**config.mk**
```make
export PLATFORM = sky130hd
export DESIGN_NAME = cas_cla_stage
export DESIGN_NICKNAME = d
export VERILOG_FILES = /design/src/rtl/cas_cla_stage_pkg.sv /design/src/rtl/cas_cla_stage_cla_group_unit.sv /design/src/rtl/cas_cla_stage.sv
export SDC_FILE = /design/constraint.sdc
export NUM_CORES = 1
export LEC_CHECK = 0
export CORE_ASPECT_RATIO = 1.1
export CORE_UTILIZATION = 50
export CTS_CLUSTER_DIAMETER = 50
export DETAILED_ROUTE_END_ITERATION = 8
export GPL_TIMING_DRIVEN = 0
export PLACE_DENSITY = 0.75
export SETUP_SLACK_MARGIN = 0.02
export SKIP_CTS_REPAIR_TIMING = 1
export SLEW_MARGIN = 20
export SYNTH_ARGS = -nofsm -noshare
export SYNTH_HDL_FRONTEND = slang
export SYNTH_SLANG_ARGS = --single-unit
```
**constraint.sdc**
```tcl
create_clock -name clk -period 8.8 [get_ports clk]
set_input_delay 1.32 -clock clk [delete_from_list [all_inputs] [get_ports clk]]
set_output_delay 1.32 -clock clk [all_outputs]
set_load 0.03 [all_outputs]
```
**src/rtl/cas_cla_stage_pkg.sv**
```systemverilog
// ---------------------------------------------------------------------------
// cas_cla_stage_pkg
//   Shared constants and helpers for the pipelined compare-and-swap element.
//   - CAS_GROUP_W    : bit width of one carry-lookahead group.
//   - CAS_ASC/DESC   : values for the DESCENDING parameter of cas_cla_stage.
//   - cas_width_ok() : legality check for the operand width.
// ---------------------------------------------------------------------------
package cas_cla_stage_pkg;

  localparam int CAS_GROUP_W = 4;

  localparam bit CAS_ASC  = 1'b0;
  localparam bit CAS_DESC = 1'b1;

  // Legal widths are whole lookahead groups between 4 and 32 bits.
  function automatic bit cas_width_ok(input int width);
    return (width >= 4) && (width <= 32) && ((width % CAS_GROUP_W) == 0);
  endfunction

endpackage

```
**src/rtl/cas_cla_stage_cla_group_unit.sv**
```systemverilog
// ---------------------------------------------------------------------------
// cla_group_unit
//   Combinational 4-bit carry-lookahead group. Used both for bit-level groups
//   (g/p are per-bit generate/propagate) and for the second lookahead level
//   (g/p are per-group G/P).
// Ports:
//   g   [3:0]  generate inputs
//   p   [3:0]  propagate inputs
//   cin        carry into position 0
//   c   [3:1]  carries into positions 1..3
//   gg         group generate
//   gp         group propagate
// ---------------------------------------------------------------------------
module cla_group_unit
  import cas_cla_stage_pkg::*;
(
  input  logic [CAS_GROUP_W-1:0] g,
  input  logic [CAS_GROUP_W-1:0] p,
  input  logic                   cin,
  output logic [CAS_GROUP_W-1:1] c,
  output logic                   gg,
  output logic                   gp
);

  assign c[1] = g[0] | (p[0] & cin);
  assign c[2] = g[1] | (p[1] & g[0]) | (p[1] & p[0] & cin);
  assign c[3] = g[2] | (p[2] & g[1]) | (p[2] & p[1] & g[0])
              | (p[2] & p[1] & p[0] & cin);

  assign gg = g[3] | (p[3] & g[2]) | (p[3] & p[2] & g[1])
            | (p[3] & p[2] & p[1] & g[0]);
  assign gp = &p;

endmodule

```
**src/rtl/cas_cla_stage.sv**
```systemverilog
// ---------------------------------------------------------------------------
// cas_cla_stage
//   Two-stage pipelined compare-and-swap element for the pixel sorting
//   network. Stage 1 registers the operands with bitwise generate/propagate
//   of A + ~B + 1; stage 2 resolves the carry-out through two levels of
//   4-bit lookahead (ge = A >= B) and registers the ordered pair.
// Parameters:
//   WIDTH       operand width, multiple of 4 in 4..32
//   DESCENDING  CAS_ASC: smaller operand on out_lo; CAS_DESC: larger on out_lo
// Ports:
//   clk, rst                 rising-edge clock, async active-high reset
//   in_valid/in_ready        upstream handshake, in_a/in_b operands
//   out_valid/out_ready      downstream handshake
//   out_lo/out_hi            ordered operands
//   out_swapped              operands were exchanged relative to (A,B)
//   swap_count [31:0]        only with CAS_STATS_EN defined: saturating count
//                            of swapped output transfers
// ---------------------------------------------------------------------------
module cas_cla_stage
  import cas_cla_stage_pkg::*;
#(
  parameter int WIDTH      = 16,
  parameter bit DESCENDING = CAS_ASC
) (
  input  logic             clk,
  input  logic             rst,
  input  logic             in_valid,
  output logic             in_ready,
  input  logic [WIDTH-1:0] in_a,
  input  logic [WIDTH-1:0] in_b,
  output logic             out_valid,
  input  logic             out_ready,
  output logic [WIDTH-1:0] out_lo,
  output logic [WIDTH-1:0] out_hi,
  output logic             out_swapped
`ifdef CAS_STATS_EN
  ,
  output logic [31:0]      swap_count
`endif
);

  if (!cas_width_ok(WIDTH)) begin : g_width_check
    $error("cas_cla_stage: WIDTH must be a multiple of 4 in 4..32");
  end

  localparam int NUM_GRP     = WIDTH / CAS_GROUP_W;
  localparam int NUM_SL      = (NUM_GRP + CAS_GROUP_W - 1) / CAS_GROUP_W;
  localparam int NUM_GRP_PAD = NUM_SL * CAS_GROUP_W;

  // Stage 1 registers
  logic             v1_q, v1_d;
  logic [WIDTH-1:0] a1_q, a1_d;
  logic [WIDTH-1:0] b1_q, b1_d;
  logic [WIDTH-1:0] g1_q, g1_d;
  logic [WIDTH-1:0] p1_q, p1_d;

  // Stage 2 registers
  logic             out_valid_q,   out_valid_d;
  logic [WIDTH-1:0] out_lo_q,      out_lo_d;
  logic [WIDTH-1:0] out_hi_q,      out_hi_d;
  logic             out_swapped_q, out_swapped_d;

  logic adv1, adv2;
  logic ge, eq, swap;

  assign adv2     = ~out_valid_q | out_ready;
  assign adv1     = ~v1_q | adv2;
  assign in_ready = adv1;

  // NOTE: every combinational output gets a default first, so no path
  // through the block leaves it unassigned and no latch is inferred.
  always_comb begin
    v1_d = v1_q;
    a1_d = a1_q;
    b1_d = b1_q;
    g1_d = g1_q;
    p1_d = p1_q;
    if (adv1) begin
      v1_d = in_valid;
      if (in_valid) begin
        a1_d = in_a;
        b1_d = in_b;
        g1_d = in_a & ~in_b;
        p1_d = in_a ^ ~in_b;
      end
    end
  end

  // ---- Carry resolution ---------------------------------------------------
  logic [NUM_GRP_PAD-1:0] grp_g, grp_p;   // per-group G/P, padded transparent
  logic [NUM_GRP_PAD-1:0] grp_c;          // carry into each group
  logic [NUM_SL-1:0]      sl_g, sl_p, sl_cin;
  logic [3*NUM_GRP-1:0]   unused_bit_c;   // bit carries: only the carry-out matters

  for (genvar i = 0; i < NUM_GRP; i++) begin : g_lvl1
    cla_group_unit u_grp (
      .g   (g1_q[CAS_GROUP_W*i +: CAS_GROUP_W]),
      .p   (p1_q[CAS_GROUP_W*i +: CAS_GROUP_W]),
      .cin (grp_c[i]),
      .c   (unused_bit_c[3*i +: 3]),
      .gg  (grp_g[i]),
      .gp  (grp_p[i])
    );
  end

  // Unused group slots pass their carry straight through.
  for (genvar i = NUM_GRP; i < NUM_GRP_PAD; i++) begin : g_pad
    assign grp_g[i] = 1'b0;
    assign grp_p[i] = 1'b1;
  end

  for (genvar s = 0; s < NUM_SL; s++) begin : g_lvl2
    assign grp_c[CAS_GROUP_W*s] = sl_cin[s];
    cla_group_unit u_sl (
      .g   (grp_g[CAS_GROUP_W*s +: CAS_GROUP_W]),
      .p   (grp_p[CAS_GROUP_W*s +: CAS_GROUP_W]),
      .cin (sl_cin[s]),
      .c   (grp_c[CAS_GROUP_W*s+1 +: CAS_GROUP_W-1]),
      .gg  (sl_g[s]),
      .gp  (sl_p[s])
    );
  end

  // Second-level groups are chained; carry-in of the subtraction is 1.
  always_comb begin
    logic carry;
    carry = 1'b1;
    for (int s = 0; s < NUM_SL; s++) begin
      sl_cin[s] = carry;
      carry     = sl_g[s] | (sl_p[s] & carry);
    end
    ge = carry;
  end

  assign eq   = &p1_q;
  assign swap = (DESCENDING == CAS_DESC) ? ~ge : (ge & ~eq);

  always_comb begin
    out_valid_d   = out_valid_q;
    out_lo_d      = out_lo_q;
    out_hi_d      = out_hi_q;
    out_swapped_d = out_swapped_q;
    if (adv2) begin
      out_valid_d = v1_q;
      if (v1_q) begin
        out_lo_d      = swap ? b1_q : a1_q;
        out_hi_d      = swap ? a1_q : b1_q;
        out_swapped_d = swap;
      end
    end
  end

  // NOTE: sequential state uses non-blocking assignments so every flop
  // samples its _d value from before the edge, independent of block order.
  always_ff @(posedge clk or posedge rst) begin
    if (rst) begin
      v1_q          <= 1'b0;
      a1_q          <= '0;
      b1_q          <= '0;
      g1_q          <= '0;
      p1_q          <= '0;
      out_valid_q   <= 1'b0;
      out_lo_q      <= '0;
      out_hi_q      <= '0;
      out_swapped_q <= 1'b0;
    end else begin
      v1_q          <= v1_d;
      a1_q          <= a1_d;
      b1_q          <= b1_d;
      g1_q          <= g1_d;
      p1_q          <= p1_d;
      out_valid_q   <= out_valid_d;
      out_lo_q      <= out_lo_d;
      out_hi_q      <= out_hi_d;
      out_swapped_q <= out_swapped_d;
    end
  end

  assign out_valid   = out_valid_q;
  assign out_lo      = out_lo_q;
  assign out_hi      = out_hi_q;
  assign out_swapped = out_swapped_q;

`ifdef CAS_STATS_EN
  logic [31:0] swap_count_q, swap_count_d;

  always_comb begin
    swap_count_d = swap_count_q;
    if (out_valid_q && out_ready && out_swapped_q && (swap_count_q != '1)) begin
      swap_count_d = swap_count_q + 32'd1;
    end
  end

  always_ff @(posedge clk or posedge rst) begin
    if (rst) swap_count_q <= '0;
    else     swap_count_q <= swap_count_d;
  end

  assign swap_count = swap_count_q;
`endif

endmodule
```
# After elaboration in Yosys (flattened, before gate mapping)
# Cells that the tools add are included.
# word_totals
register_bits	99
wordCells	67
in_bits	36
out_inout_bits	35
# op_classes
n_reduce_logical	6
bitwise_logic	50
mux	2
# op_table
operator	n
$mux 16	2
$and 1x1->1	26
$or 1x1->1	18
$and 16x16->16	1
$not 16->16	1
$reduce_and 16->1	1
$xor 16x16->16	1
$reduce_and 4->1	3
$reduce_and 2->1	2
$not 1->1	3

# Longest topological paths before layout
# depth
ltp_word	11
depth_mapped	6

# By module
# A second synthesis with hierarchy kept.
# unflattened
hier_cells	387
area_unflattened_um2	4529.3
# modules_own_cells
mod	n_inst	area_each_um2	cells_per_inst
cas_cla_stage	1	4235.3	342
cla_group_unit	5	58.8	9

# Worst setup path before layout
# OpenSTA, ideal clock, no wires.
# synth_timing
path_type	input port to output port
startpoint	in out_ready
endpoint	out in_ready
path_slack_ns	5.808
cell_stages	1
n_path_buf	0
t_arrival_ns	1.672
cell_sequence	nand3b_1
# synth_via
elab_chain_len	2
# synth_rtl
item	line_no	text
start, declared	cas_cla_stage.sv:32	input logic out_ready,
$or 1x1->1	cas_cla_stage.sv:66	assign adv2 = ~out_valid_q | out_ready;
$or 1x1->1	cas_cla_stage.sv:67	assign adv1 = ~v1_q | adv2;
end, declared	cas_cla_stage.sv:28	output logic in_ready,
# Every way passes these cells.

# Final worst setup path
# Same ends and word-level chain as after synthesis.

==> reports/metrics.json <==
{
  "cts": {
    "tritoncts": "yes",
    "cts_made_buffers": 9,
    "worst_skew_pair.late_latency_ps": 360,
    "root_buffer": "sky130_fd_sc_hd__clkbuf_8",
    "cts-htree-levels": 3,
    "worst_setup_hold_path_clk_slew_ps": 90,
    "cts.sink_count": 99,
    "clock_path_buffers": 2
  },
  "power": {
    "seq_power_share": 0.458,
    "ir_worst_vdd_v": 0.000119,
    "power.density_cell_area_nw_per_um2": 245,
    "leakagePower_uw": 0.00243,
    "share_clk_of_total_power": 0.195,
    "totalPowerFinal_uw": 1340,
    "pwr-share-comb": 0.347,
    "power.internal_uw": 902,
    "sw_frac_of_total": 0.324,
    "switching_power_uw": 433
  },
  "place": {
    "buffer_ports.inserted": 70,
    "detailed_place_hpwl_um": 6160,
    "placed_cell_areas_sq_um": 5280,
    "place_congestion": 0.780
  },
  "sta": {
    "grt_setup_unrepaired": "no",
    "hold_viol": 0,
    "timing.slew.headroom": 0.480,
    "slew_viol_final": 0,
    "min_period_over_period": 0.448,
    "finClkSkew_ps": 9.87,
    "max_freq_mhz": 254,
    "holdWs_ps": 480,
    "setup_tns_ps": 0,
    "report.final.setup_viol": 0,
    "tightestPinTransition_ps": 780,
    "min_period_ps": 3940
  },
  "drt": {
    "drt_wl_total_um": 8770,
    "dr.first_iter.drc_count": 105,
    "routed_wire_length_per_instance_um": 16.9,
    "vias_per_cell": 5.28,
    "route.antenna.remaining_nets": 0,
    "drt-pass1-iter-count": 4,
    "detailroute.via_count": 2747,
    "drcViolationCount": 0
  },
  "cells_and_area": {
    "final_cell_area_sq_um": 5450,
    "area_delta_synth_final_pct": 23.7,
    "n_fill_cell": 664,
    "drive_above_1_share": 0.320,
    "multi_input_area_sq_um": 1790,
    "layout.nets": 456,
    "num_antenna_cells": 0,
    "layout.area.seq_sq_um": 2480,
    "finalCoreUtilization": 0.645
  },
  "worst_setup_path": {
    "critical_path.max_fanout": 3,
    "cp-end-kind": "output pin",
    "critPathArrivalTime_ps": 2620,
    "crit_path_cell_trace": "clkdlybuf4s50_1, nand3b_1, clkdlybuf4s50_1",
    "worst_path_most_repeated_cell": "sky130_fd_sc_hd__clkdlybuf4s50_1",
    "timing.critical_path.required_ps": 7480,
    "path_delay_family": "buffers and inverters",
    "cp_slowest_cell": "sky130_fd_sc_hd__clkdlybuf4s50_1",
    "timing.critical_path.buf_inv": 2,
    "cp_slowest_stage_delay_ps": 690,
    "cp-start-kind": "input port",
    "critical_path_class": "input port to output pin"
  },
  "synth": {
    "postSynth.asyncResetShare": 1.00,
    "synthDominantCellAreaShare": 0.562,
    "netlist_instances": 322,
    "cell_area_after_technology_mapping_sq_um": 4410,
    "mappedNetlistNets": 374,
    "synth-seq-area-share": 0.562,
    "ys_ff_latch": 99,
    "synth_commonest_cells": "sky130_fd_sc_hd__mux2_2, sky130_fd_sc_hd__dfrtp_1, sky130_fd_sc_hd__nand2_1",
    "yosysMostFrequentCell": "sky130_fd_sc_hd__mux2_2",
    "edff_count_synth": 0,
    "synth.area.top_cells": "sky130_fd_sc_hd__dfrtp_1, sky130_fd_sc_hd__mux2_2, sky130_fd_sc_hd__ha_1, sky130_fd_sc_hd__nand2_1, sky130_fd_sc_hd__o21ai_0",
    "synth.avg_cell_area_sq_um": 13.7,
    "synth_area_leader_cell": "sky130_fd_sc_hd__dfrtp_1",
    "synthDistinctLibCells": 21,
    "synth.yosys.warnings": 0,
    "synth_flop_cell": "sky130_fd_sc_hd__dfrtp_1"
  },
  "floorplan": {
    "num_io_pins": 71,
    "floorplan.core_area_sq_um": 8450,
    "die-area_sq_um": 9200,
    "start_util": 0.522,
    "die_width_um": 91.5,
    "die_h_um": 100,
    "row_count": 35
  },
  "flow_run": {
    "cap_viol_max_count": 0
  },
  "global_routing": {
    "grt_overflow_total": 0,
    "groute.layer.met3.usage": 0.0370,
    "grt_busiest_layer": "met2",
    "via_count_of_the_first_global_routing_pass": 2849,
    "met1_demand_to_capacity_share_in_global_routing": 0.273,
    "grt_start_max_net_pins": 61,
    "antenna_found_initial": 0,
    "groute.usage.overall": 0.207,
    "wire_length_of_the_first_global_routing_pass_um": 14200,
    "grt_use_met2": 0.345
  },
  "outcome": {
    "status": "finished, final reports clean"
  },
  "hold_path": {
    "holdCritPathClass": "register to register"
  }
}
[state kept, by name, indices dropped and copies added (netlist names)]
name / cells
out_hi: 16
out_swapped: 1
b1_q: 16
v1_q: 1
out_valid: 1
a1_q: 16
out_lo: 16
g1_q: 16
p1_q: 16
[worst reg2reg max path: cells and delay by family, from the launching register on]
| kind | cells | cell delay (ps) |
|---|---|---|
| buffers and inverters | 1 | 250 |
| flip-flops | 1 | 400 |
| multiplexers | 1 | 350 |
| AO/OA/AOI/OAI | 4 | 1040 |
[layer usage]
| metal | vias up | wire [um] | share of wire |
|---|---|---|---|
| met5 | - | 0 | 0 |
| met4 | 0 | 146 | 0.017 |
| met3 | 14 | 325 | 0.037 |
| met2 | 51 | 4370 | 0.50 |
| met1 | 1380 | 3930 | 0.45 |
| li1 | 1302 | - | - |
[area by class of cell]
type,instances,area share
flip-flops and latches,99,0.454
multi-input cells,192,0.329
repair buffers,71,0.134
clock buffers,12,0.0266
well taps,111,0.0255
plain buffers,14,0.0138
inverters,17,0.0126
clock inverters,4,0.00482
[final timing paths]
path                       cells after the start  slack (ps)         from           to
min in group asynchronous                      2        1330          rst     a1_q[10]
max reg2reg                                    6        6650      p1_q[3]   out_hi[14]
min reg2reg                                    2         480  out_swapped  out_swapped
max                                            3        4860    out_ready     in_ready
min                                            2         480  out_swapped  out_swapped
max in group asynchronous                      3        6860          rst     p1_q[14]
[power by group through the flow]
stage / sequential, uW / clock [uW] / combinational, uW
floorplan: 721 / 0 / 185
global placement: 618 / 0 / 458
detailed placement: 623 / 0 / 468
CTS: 613 / 267 / 469
global route: 626 / 287 / 494
finish: 612 / 260 / 463
[through the flow]
| stage | setup slack (ps) | instances |
|---|---|---|
| after CTS | 4850 | 520 |
| after global placement | 3430 | 503 |
| final | 4860 | 520 |
| after global routing | 4810 | 520 |
| after floorplan | 4890 | 322 |
| after detailed placement | 4850 | 504 |
[placed cells by master, fill, tap and decap left out, drive strengths merged]
master / n
nor3: 2
a21o: 2
nand3: 2
a41o: 1
a21oi: 7
ha: 16
mux2: 112
nand2b: 3
clkdlybuf4s50: 70
clkbuf: 19
o31ai: 1
a221o: 1
clkinvlp: 1
nor2: 1
nand3b: 1
nand4: 3
nand2: 23
dfrtp: 99
clkinv: 3
inv: 17
o21ai: 17
buf: 8
[logic make-up after synthesis]
logic type,after synthesis,synth area share
adders and majority gates,16,0.0454
DFF,99,0.562
and+or+nand+nor,35,0.0352
muxes,112,0.286
buffers and inverters,31,0.0315
AOI/OAI and AO/OA,29,0.0400
No activity file was read; power rests on OpenSTA's default activity.
